`src/rtl/uart_rx_framed_if.sv`:
```
// Receive-side valid/ready stream carrying one decoded UART word plus its error flags.
// The receiver drives through the master modport; the consumer uses the slave modport.
interface uart_rx_framed_if #(
    parameter int DATA_BITS = 8
);
    logic                 m_valid;
    logic                 m_ready;
    logic [DATA_BITS-1:0] m_data;
    logic                 m_ferr;
    logic                 m_perr;

    modport master (output m_valid, output m_data, output m_ferr, output m_perr, input m_ready);
    modport slave  (input m_valid, input m_data, input m_ferr, input m_perr, output m_ready);
endinterface

```
`src/rtl/uart_rx_framed.sv`:
```
// Oversampling UART receiver with 2-of-3 bit voting, framing/parity flags and a word FIFO.
// Optional parity bit after the data is enabled by defining UART_RX_PARITY_EN.
module uart_rx_framed #(
    parameter int DATA_BITS    = 8,
    parameter int OVERSAMPLING = 16,
    parameter int STOP_BITS    = 1,
    parameter int FIFO_DEPTH   = 4,
    parameter int PARITY_ODD   = 0
) (
    input  logic                          clock_out,
    input  logic                          nreset,
    input  logic                          sdata,
    input  logic                          rx_en,
    input  logic                          clr_status,
    uart_rx_framed_if.master              m_if,
    output logic                          overrun,
    output logic                          busy,
    output logic [$clog2(FIFO_DEPTH):0]   fifo_level
);
    localparam int TW = $clog2(OVERSAMPLING);
    localparam int PW = $clog2(FIFO_DEPTH);
    localparam int BW = $clog2(DATA_BITS + 1);
    localparam int EW = DATA_BITS + 2;
    localparam logic [TW-1:0] TAP_LO    = TW'(OVERSAMPLING / 2 - 1);
    localparam logic [TW-1:0] TAP_MID   = TW'(OVERSAMPLING / 2);
    localparam logic [TW-1:0] TAP_VOTE  = TW'(OVERSAMPLING / 2 + 1);
    localparam logic [TW-1:0] TICK_LAST = TW'(OVERSAMPLING - 1);
    localparam logic [TW-1:0] TICK_ONE  = TW'(1);
    localparam logic [BW-1:0] LAST_DATA = BW'(DATA_BITS - 1);
    localparam logic [BW-1:0] LAST_STOP = BW'(STOP_BITS - 1);
    localparam logic [BW-1:0] BIT_ONE   = BW'(1);
    localparam logic [PW-1:0] PTR_ONE   = PW'(1);
    localparam logic [PW:0]   LVL_ONE   = (PW + 1)'(1);
    localparam logic [PW:0]   LVL_FULL  = (PW + 1)'(FIFO_DEPTH);

    if (DATA_BITS < 5 || DATA_BITS > 9 || OVERSAMPLING < 8 || (OVERSAMPLING % 2) != 0 ||
        STOP_BITS < 1 || STOP_BITS > 2 || FIFO_DEPTH < 2 ||
        (FIFO_DEPTH & (FIFO_DEPTH - 1)) != 0 || PARITY_ODD < 0 || PARITY_ODD > 1) begin : g_param_check
        $error("uart_rx_framed: illegal parameter combination");
    end

`ifdef UART_RX_PARITY_EN
    function automatic logic parity_f(input logic [DATA_BITS-1:0] d);
        return ^d;
    endfunction
`endif

    typedef enum logic [2:0] {
        S_IDLE,
        S_START,
        S_DATA,
`ifdef UART_RX_PARITY_EN
        S_PARITY,
`endif
        S_STOP
    } state_t;

    state_t               state_q, state_d;
    logic                 sync1_q, sync2_q, sync3_q;
    logic [TW-1:0]        tick_q, tick_d;
    logic [BW-1:0]        bit_q, bit_d;
    logic [DATA_BITS-1:0] shreg_q, shreg_d;
    logic [1:0]           tap_q, tap_d;
    logic                 ferr_q, ferr_d, perr_q, perr_d;
    logic                 armed_q, armed_d;
    logic                 busy_q, overrun_q, overrun_d;
    logic                 vote_s, vote_now_s, wrap_s, push_s, ferr_now_s;
    logic                 full_s, pop_s, wr_s, ovf_s;
    logic [EW-1:0]        mem_q [FIFO_DEPTH];
    logic [EW-1:0]        head_s;
    logic [PW-1:0]        wr_ptr_q, rd_ptr_q;
    logic [PW:0]          level_q;

    // Two-flop synchroniser plus one delayed copy for falling-edge detection.
    always_ff @(posedge clock_out or negedge nreset) begin
        if (!nreset) begin
            sync1_q <= 1'b1;
            sync2_q <= 1'b1;
            sync3_q <= 1'b1;
        end else begin
            sync1_q <= sdata;
            sync2_q <= sync1_q;
            sync3_q <= sync2_q;
        end
    end

    assign vote_s     = (tap_q[0] & tap_q[1]) | (tap_q[0] & sync2_q) | (tap_q[1] & sync2_q);
    assign vote_now_s = (tick_q == TAP_VOTE);
    assign wrap_s     = (tick_q == TICK_LAST);

    // Capture the two early voting taps; the third tap is the live sample at the vote tick.
    always_comb begin
        tap_d = tap_q;
        if (tick_q == TAP_LO) begin
            tap_d[0] = sync2_q;
        end else if (tick_q == TAP_MID) begin
            tap_d[1] = sync2_q;
        end else begin
            tap_d = tap_q;
        end
    end

    // Frame FSM: next state, counters, shift register and per-word error flags.
    always_comb begin
        state_d    = state_q;
        tick_d     = wrap_s ? '0 : tick_q + TICK_ONE;
        bit_d      = bit_q;
        shreg_d    = shreg_q;
        ferr_d     = ferr_q;
        perr_d     = perr_q;
        armed_d    = armed_q;
        push_s     = 1'b0;
        ferr_now_s = ferr_q;
        case (state_q)
            S_IDLE: begin
                tick_d = '0;
                if (sync3_q && !sync2_q && rx_en && armed_q) begin
                    state_d = S_START;
                    armed_d = 1'b0;
                    bit_d   = '0;
                    ferr_d  = 1'b0;
                    perr_d  = 1'b0;
                end else if (sync2_q) begin
                    armed_d = 1'b1;
                end else begin
                    armed_d = armed_q;
                end
            end
            S_START: begin
                if (vote_now_s && vote_s) begin
                    state_d = S_IDLE;
                end else if (wrap_s) begin
                    state_d = S_DATA;
                end else begin
                    state_d = S_START;
                end
            end
            S_DATA: begin
                if (vote_now_s) begin
                    shreg_d = {vote_s, shreg_q[DATA_BITS-1:1]};
                end else begin
                    shreg_d = shreg_q;
                end
                if (wrap_s && bit_q == LAST_DATA) begin
                    bit_d = '0;
`ifdef UART_RX_PARITY_EN
                    state_d = S_PARITY;
`else
                    state_d = S_STOP;
`endif
                end else if (wrap_s) begin
                    bit_d = bit_q + BIT_ONE;
                end else begin
                    bit_d = bit_q;
                end
            end
`ifdef UART_RX_PARITY_EN
            S_PARITY: begin
                if (vote_now_s) begin
                    perr_d = vote_s ^ parity_f(shreg_q) ^ (PARITY_ODD != 0);
                end else begin
                    perr_d = perr_q;
                end
                if (wrap_s) begin
                    state_d = S_STOP;
                end else begin
                    state_d = S_PARITY;
                end
            end
`endif
            S_STOP: begin
                // The last stop vote pushes and returns to IDLE at once so an early start is caught.
                if (vote_now_s) begin
                    ferr_now_s = ferr_q | ~vote_s;
                    ferr_d     = ferr_now_s;
                    if (bit_q == LAST_STOP) begin
                        push_s  = 1'b1;
                        state_d = S_IDLE;
                    end else begin
                        state_d = S_STOP;
                    end
                end else if (wrap_s) begin
                    bit_d = bit_q + BIT_ONE;
                end else begin
                    bit_d = bit_q;
                end
            end
            default: begin
                state_d = S_IDLE;
            end
        endcase
    end

    // Frame FSM and receive datapath registers.
    always_ff @(posedge clock_out or negedge nreset) begin
        if (!nreset) begin
            state_q <= S_IDLE;
            tick_q  <= '0;
            bit_q   <= '0;
            shreg_q <= '0;
            tap_q   <= 2'b11;
            ferr_q  <= 1'b0;
            perr_q  <= 1'b0;
            armed_q <= 1'b1;
            busy_q  <= 1'b0;
        end else begin
            state_q <= state_d;
            tick_q  <= tick_d;
            bit_q   <= bit_d;
            shreg_q <= shreg_d;
            tap_q   <= tap_d;
            ferr_q  <= ferr_d;
            perr_q  <= perr_d;
            armed_q <= armed_d;
            busy_q  <= (state_d != S_IDLE);
        end
    end

    assign full_s    = (level_q == LVL_FULL);
    assign pop_s     = (level_q != '0) && m_if.m_ready;
    assign wr_s      = push_s && (!full_s || pop_s);
    assign ovf_s     = push_s && full_s && !pop_s;
    assign overrun_d = ovf_s ? 1'b1 : (clr_status ? 1'b0 : overrun_q);

    // Word FIFO; a simultaneous pop frees the slot the push needs when full.
    always_ff @(posedge clock_out or negedge nreset) begin
        if (!nreset) begin
            for (int i = 0; i < FIFO_DEPTH; i++) begin
                mem_q[i] <= '0;
            end
            wr_ptr_q  <= '0;
            rd_ptr_q  <= '0;
            level_q   <= '0;
            overrun_q <= 1'b0;
        end else begin
            if (wr_s) begin
                mem_q[wr_ptr_q] <= {perr_q, ferr_now_s, shreg_q};
                wr_ptr_q        <= wr_ptr_q + PTR_ONE;
            end
            if (pop_s) begin
                rd_ptr_q <= rd_ptr_q + PTR_ONE;
            end
            case ({wr_s, pop_s})
                2'b10:   level_q <= level_q + LVL_ONE;
                2'b01:   level_q <= level_q - LVL_ONE;
                default: level_q <= level_q;
            endcase
            overrun_q <= overrun_d;
        end
    end

    assign head_s       = mem_q[rd_ptr_q];
    assign m_if.m_valid = (level_q != '0);
    assign m_if.m_data  = head_s[DATA_BITS-1:0];
    assign m_if.m_ferr  = head_s[DATA_BITS];
    assign m_if.m_perr  = head_s[DATA_BITS+1];
    assign overrun      = overrun_q;
    assign busy         = busy_q;
    assign fifo_level   = level_q;
endmodule

```
`src/flat_wrapper.sv`:
```
// flat-port wrapper written by rule: the top's interface ports become plain ports
module uart_rx_framed_flat 
#(
    parameter int DATA_BITS    = 8,
    parameter int OVERSAMPLING = 16,
    parameter int STOP_BITS    = 1,
    parameter int FIFO_DEPTH   = 4,
    parameter int PARITY_ODD   = 0
)
  (clock_out, nreset, sdata, rx_en, clr_status, overrun, busy, fifo_level, m_if_m_valid, m_if_m_data, m_if_m_ferr, m_if_m_perr, m_if_m_ready);
  uart_rx_framed_if #(.DATA_BITS(DATA_BITS)) m_if_i ();
  input  logic clock_out;
  input  logic nreset;
  input  logic sdata;
  input  logic rx_en;
  input  logic clr_status;
  output logic overrun;
  output logic busy;
  output logic [$clog2(FIFO_DEPTH):0] fifo_level;
  output wire logic [$bits(m_if_i.m_valid)-1:0] m_if_m_valid;
  output wire logic [$bits(m_if_i.m_data)-1:0] m_if_m_data;
  output wire logic [$bits(m_if_i.m_ferr)-1:0] m_if_m_ferr;
  output wire logic [$bits(m_if_i.m_perr)-1:0] m_if_m_perr;
  input wire logic [$bits(m_if_i.m_ready)-1:0] m_if_m_ready;
  assign m_if_m_valid = m_if_i.m_valid;
  assign m_if_m_data = m_if_i.m_data;
  assign m_if_m_ferr = m_if_i.m_ferr;
  assign m_if_m_perr = m_if_i.m_perr;
  assign m_if_i.m_ready = m_if_m_ready;
  uart_rx_framed #(.DATA_BITS(DATA_BITS), .OVERSAMPLING(OVERSAMPLING), .STOP_BITS(STOP_BITS), .FIFO_DEPTH(FIFO_DEPTH), .PARITY_ODD(PARITY_ODD)) u_core (.clock_out(clock_out), .nreset(nreset), .sdata(sdata), .rx_en(rx_en), .clr_status(clr_status), .m_if(m_if_i), .overrun(overrun), .busy(busy), .fifo_level(fifo_level));
endmodule
```
`config.mk`:
```
export PLATFORM = sky130hd
export DESIGN_NAME = uart_rx_framed_flat
export DESIGN_NICKNAME = d
export VERILOG_FILES = /design/src/rtl/uart_rx_framed_if.sv /design/src/rtl/uart_rx_framed.sv /design/src/flat_wrapper.sv
export SDC_FILE = /design/constraint.sdc
export NUM_CORES = 1
export LEC_CHECK = 0
export CORE_UTILIZATION = 53
export DETAILED_ROUTE_END_ITERATION = 6
export PLACE_DENSITY = 0.88
export SLEW_MARGIN = 10
export SYNTH_ARGS = -nofsm -noshare
export SYNTH_HDL_FRONTEND = slang
export SYNTH_SLANG_ARGS = --single-unit
```
`constraint.sdc`:
```
create_clock -name clock_out -period 2.5 [get_ports clock_out]
set_clock_uncertainty 0.05 [all_clocks]
set_input_delay 0.5 -clock clock_out [delete_from_list [all_inputs] [get_ports clock_out]]
set_output_delay 0.5 -clock clock_out [all_outputs]
set_load 0.05 [all_outputs]
```
==> impl_metrics.ini, run 1 <==
[run_status]
status = finished, final reports clean

[sta]
hold_violations = 0
max_freq_mhz = 420
worstMarginPinSlew_ns = 0.690
timing.final.max_slew_violations = 0
slew_headroom_pct = 52.8
fin_crit_ns = 2.38
setup_ws_ns = 0.121
hold_ws_ns = 0.123
setup_viol = 0
post-route-period-util_pct = 95.2

[clock_tree]
ctsHtreeMaxLevel = 3
cts_sinks = 71
cts_tree = done
clock_path_buffers = 2
cts_buffers = 9
worstSkewPairLatency_ns = 0.34
clockRootBuffer = clkbuf_8
clk_pin_slew_worst_paths_ns = 0.07

[floorplan]
coreArea_um2 = 5960
start_util_pct = 55.3
die_h_um = 80.8
dieArea_um2 = 6530
die_w_um = 80.8
core.rowCount = 28
io_pins = 22

[pwr]
p_clk_share_pct = 34.2
sw_frac_of_total_pct = 29.1
power_leakage_uw = 0.00182
seqPwrFrac_pct = 46.5
ir_drop_mv = 0.635
internal-power_uw = 2050
power_frac_comb_pct = 19.2
switchingPower_uw = 840
total_power_uw = 2890
p_per_area_nw_per_um2 = 759

[synth]
async_flop_share_pct = 100
synth_area_um2 = 3290
synth_edf_count = 0
synth-seq-area-share_pct = 54.2
yosys_most_used_dff = dfrtp_1
netlist.area_leader.share_pct = 49.4
synthesis.instances = 242
yosysWarningCount = 0
syn_avg_cell_area_um2 = 13.6
synth_largest_area_cell = dfrtp_1
synth_area_leaders = dfrtp_1, mux2_2, mux4_2
synth_cell_types = 49
ys_ff_latch = 71

[grt]
grt_usage_pct = 19.2
grt_pass1_wl_um = 9160
antenna_found_initial = 0
grt_max_degree = 72
grt_pass1_vias = 1942
grt.overflow.total = 0

[finish]
antennaDiodeCount = 0
drive_gt1_share_pct = 37.3
layout_commonest_cell = dfrtp_1
fin_area_um2 = 3810
synthToLayoutAreaGrowth_pct = 15.7
utilization_pct = 63.9
layout_common_cells = dfrtp_1, mux2_2, buf_4
nNetsFinal = 288

[worst_setup_path]
worstPathArrival_ns = 2.59
worstRegToRegCells = 9
path_buf_inv = 3
required_ns = 2.71
rrSetupSlack_ns = 0.15
crit_chain = clkdlybuf4s50_1, or4b_4, nor4b_4, inv_1, ha_2, inv_1, fa_2, xor2_1, nor2_1, xor2_1
slowest_delay_ns = 0.49
crit_slowest_cell = or4b_4
critPathMaxFanout = 2
reg2reg_to = u_core.fifo_level[1]
cp-start-kind = input port
critPathCaptureType = flop
crit_type = in -> reg
r2r_start = u_core.bit_q[0]
critPathTopFamily = simple AND/OR/NAND/NOR gates

[route]
route.vias.total = 1950
ant_nets = 0
drt-total-wl_um = 5570
via_per_inst = 5.56
routedWlPerCell_um = 15.9
first_pass_iters = 4
route.detailed.drc = 0
drt-initial-drc-count = 94

[placement]
pre_cts_ws_ns = -0.241
gp_congestion = 0.851
dp_hpwl_um = 3670
dpl-instance-area_um2 = 3580
portBuffers = 20

[min_path]
hold_class = in -> async

[run]
cap_violations = 0
[worst max-delay path by stage]
stage	depth (start not counted)	endpoint	from	slack (ns)
4_1_cts	2	m_if_m_valid	u_core.fifo_level[1]	0.04
6_report	10	u_core.fifo_level[2]	m_if_m_ready	0.12
3_5_place_dp	10	u_core.fifo_level[2]	m_if_m_ready	-0.24
3_3_place_gp	10	u_core.fifo_level[2]	m_if_m_ready	-0.19
5_1_grt	9	u_core.fifo_level[1]	u_core.bit_q[0]	-0.004
2_1_floorplan	11	u_core.fifo_level[2]	u_core.bit_q[0]	0.03
[layer usage]
metal	global-route usage [%]	routed length, um	share of wire (%)	vias to the layer above
met1	21.8	2400	43	984
met5	0	0	0	-
met4	5.18	44	0.79	0
li1	-	-	-	926
met3	7.30	225	4.0	6
met2	33.8	2910	52	34
[area by class of cell]
class,instances,area [um2]
inverter,13,48.8
clock buffer,10,128
tap,75,93.8
clock inverter,6,92.6
fill,426,2150
sequential,71,1790
multi-input combinational,150,1430
timing repair buffer,26,233
[through the flow]
step	TNS [ns]	std cells
after floorplan	0	243
after global placement	-0.219	335
after detailed placement	-0.689	335
after CTS	0	351
after global routing	-0.00400	351
final	0	351
[sequential cells by signal (all words and copies together) (netlist names), 2 cells and up]
signal	flops
u_core.rd_ptr_q	2
u_core.wr_ptr_q	2
u_core.state_q	3
u_core.tap_q	2
u_core.bit_q	4
u_core.tick_q	4
u_core.mem_q	36
u_core.fifo_level	3
u_core.shreg_q	8
[what timing repair did]
| action | in CTS | in global routing |
|---|---|---|
| gates resized for setup | 0 | 3 |
| endpoints found under the setup margin | 0 | 3 |
| setup buffers | 0 | 0 |
| hold buffers | 0 | 0 |
| hold endpoints to repair | 0 | 0 |
[synth_stat cells, drive strengths merged, types with 2 or more instances]
| master | instances |
|---|---|
| a21oi | 3 |
| xnor2 | 4 |
| nand3 | 6 |
| o21ai | 5 |
| clkbuf | 3 |
| xor2 | 4 |
| a21o | 2 |
| and4b | 2 |
| nor2 | 9 |
| dfstp | 6 |
| ha | 10 |
| and2 | 2 |
| dfrtp | 65 |
| nor3 | 3 |
| o31ai | 2 |
| mux2 | 46 |
| o2bb2ai | 2 |
| mux4 | 9 |
| buf | 6 |
| or3 | 3 |
| nand2 | 13 |
| inv | 13 |
| nand3b | 3 |
[power by group through the flow]
stage / Clock [uW] / Sequential (uW) / Combinational [uW]
detailed placement: 0 / 1370 / 560
floorplan: 0 / 1400 / 344
global route: 1060 / 1360 / 612
global placement: 0 / 1360 / 545
finish: 990 / 1350 / 556
CTS: 1020 / 1350 / 562
[logic make-up (layout without fill, tap and decap cells)]
group / count (synthesis) / after routing / synth area share [%]
other: 1 / 2 / 0.114
multiplexers: 55 / 55 / 21.9
AND/OR/NAND/NOR: 51 / 51 / 9.31
XOR/XNOR: 8 / 8 / 2.13
AO/OA/AOI/OAI: 22 / 22 / 4.67
flip-flops: 71 / 71 / 54.2
buffers and inverters: 22 / 55 / 3.00
adder cells (fa/ha/maj): 12 / 12 / 4.71
(Power assumes the default switching activity.)
==> run 2: changes to the inputs <==
--- a/config.mk
+++ b/config.mk
@@ -5,9 +5,11 @@
 export SDC_FILE = /design/constraint.sdc
 export NUM_CORES = 1
 export LEC_CHECK = 0
-export CORE_UTILIZATION = 53
+export ABC_CLOCK_PERIOD_IN_PS = 3050
+export CORE_UTILIZATION = 55
+export CTS_CLUSTER_SIZE = 28
 export DETAILED_ROUTE_END_ITERATION = 6
-export PLACE_DENSITY = 0.88
+export PLACE_DENSITY = 0.87
 export SLEW_MARGIN = 10
 export SYNTH_ARGS = -nofsm -noshare
 export SYNTH_HDL_FRONTEND = slang
==> constraint.sdc (replaced) <==
create_clock -name clock_out -period 3.05 [get_ports clock_out]
set_clock_uncertainty 0.05 [all_clocks]
set_input_delay 0.61 -clock clock_out [delete_from_list [all_inputs] [get_ports clock_out]]
set_output_delay 0.61 -clock clock_out [all_outputs]
set_load 0.05 [all_outputs]
==> impl_metrics.ini, run 2 (same netlist as run 1, synthesis figures left out) <==
[worst_setup_path]
required_ns = 2.39
slowest_delay_ns = 0.71
path_buf_inv = 2
critPathMaxFanout = 7
critPathTopFamily = buffers and inverters
crit_slowest_cell = clkdlybuf4s50_1
crit_type = reg -> out
worstRegToRegCells = 9
cp-start-kind = flop
critPathCaptureType = primary output
crit_chain = buf_4, mux4_2, clkdlybuf4s50_1
cp.depth = 3
worstPathArrival_ns = 2.13

[clock_tree]
cts_resized = 0
ctsHtreeMaxLevel = 3
cts_tree = done
postCtsSetupBuffers = 0
worstSkewPairLatency_ns = 0.34
cts_buffers = 9
cts_sinks = 71
clock_path_buffers = 2
clk_pin_slew_worst_paths_ns = 0.07
ctsHoldBuffers = 0
clockRootBuffer = clkbuf_8

[grt]
antenna_found_initial = 0
grt_pass1_vias = 2047
grt.overflow.total = 0
grt_usage_pct = 21.2
grt_pass1_wl_um = 9830
grt_max_degree = 41

[finish]
antennaDiodeCount = 0
utilization_pct = 67.3
nNetsFinal = 286
fin_cells = 346
layout_common_cells = dfrtp_1, mux2_2, clkdlybuf4s50_1
layout_commonest_cell = dfrtp_1
reg_top3 = u_core.mem_q (36), u_core.shreg_q (8)
largest_reg_flops = 36
synthToLayoutAreaGrowth_pct = 15.3
drive_gt1_share_pct = 32.1
regMostFlops = u_core.mem_q

[sta]
hold_ws_ns = 0.277
hold_violations = 0
worstMarginPinSlew_ns = 0.711
timing.final.max_slew_violations = 0
max_freq_mhz = 359
setup_viol = 0
rsz0062_at_grt = no
slew_headroom_pct = 51.4
fin_tns_setup_ns = 0
post-route-period-util_pct = 91.3
fin_crit_ns = 2.79

[route]
ant_nets = 0
drt-initial-drc-count = 81
routedWlPerCell_um = 16.6
drt-total-wl_um = 5760
route.vias.total = 2001
first_pass_iters = 4
via_per_inst = 5.78
route.detailed.drc = 0

[placement]
portBuffers = 20
dp_hpwl_um = 3960
post-place-cells = 330
gp_congestion = 0.854

[pwr]
power_leakage_uw = 0.00180
ir_drop_mv = 0.337
total_power_uw = 2370
p_per_area_nw_per_um2 = 625

[floorplan]
io_pins = 22
die_w_um = 79.4
dieArea_um2 = 6300
start_util_pct = 58.4
core.rowCount = 27
coreArea_um2 = 5640
die_h_um = 79.4

[run]
cap_violations = 0

[run_status]
status = finished, final reports clean

[min_path]
hold_class = in -> async
==> run 2: cell count changes in the layout (fill, tap and decap cells not counted), moves of 2 or more <==
| cell | before | now |
|---|---|---|
| dfrtp_2 | 3 | 0 |
| buf_4 | 14 | 3 |
| dfrtp_1 | 62 | 65 |
| clkdlybuf4s50_1 | 9 | 19 |
| clkinv_2 | 0 | 3 |
| clkinvlp_4 | 2 | 0 |
==> run 2: cell type report <==
class,count,area (um2)
well taps,72,90.1
inverters,13,48.8
repair buffers,24,238
fillers,394,1850
clock buffers,10,138
clock inverters,6,83.8
multi-input cells,150,1410
flip-flops and latches,71,1780
==> run 2: where the power goes <==
group	internal, uW	switching, uW
clock	480	340
combinational	202	258
sequential	1010	82.4
==> run 2: metrics by stage <==
| stage | cell area (um2) | worst slack (ns) |
|---|---|---|
| after floorplan | 3300 | 0.408 |
| after global placement | 3570 | 0.0882 |
| after detailed placement | 3570 | -0.0117 |
| after CTS | 3800 | 0.237 |
| after global routing | 3800 | 0.189 |
| final | 3800 | 0.265 |
==> run 2: worst paths after layout <==
| path | from | slack [ns] | endpoint |
|---|---|---|---|
| setup reg to reg | u_core.bit_q[0] | 0.48 | u_core.fifo_level[1] |
| hold reg to reg | u_core.sync1_q | 0.31 | u_core.sync2_q |
| min in group clock_out | u_core.sync1_q | 0.31 | u_core.sync2_q |
| setup / recovery | u_core.rd_ptr_q[0] | 0.26 | m_if_m_ferr |
| hold / removal | nreset | 0.28 | u_core.wr_ptr_q[0] |
| max in group asynchronous | nreset | 2.01 | u_core.mem_q[5] |
==> run 2: per-layer routing <==
metal  routed length (um)  part of all wire [%]  track usage [%]
met5                    0                     0                0
met4                  128                   2.2             10.0
met3                  205                   3.6             5.26
met2                 2950                    51             35.3
met1                 2470                    43             25.9
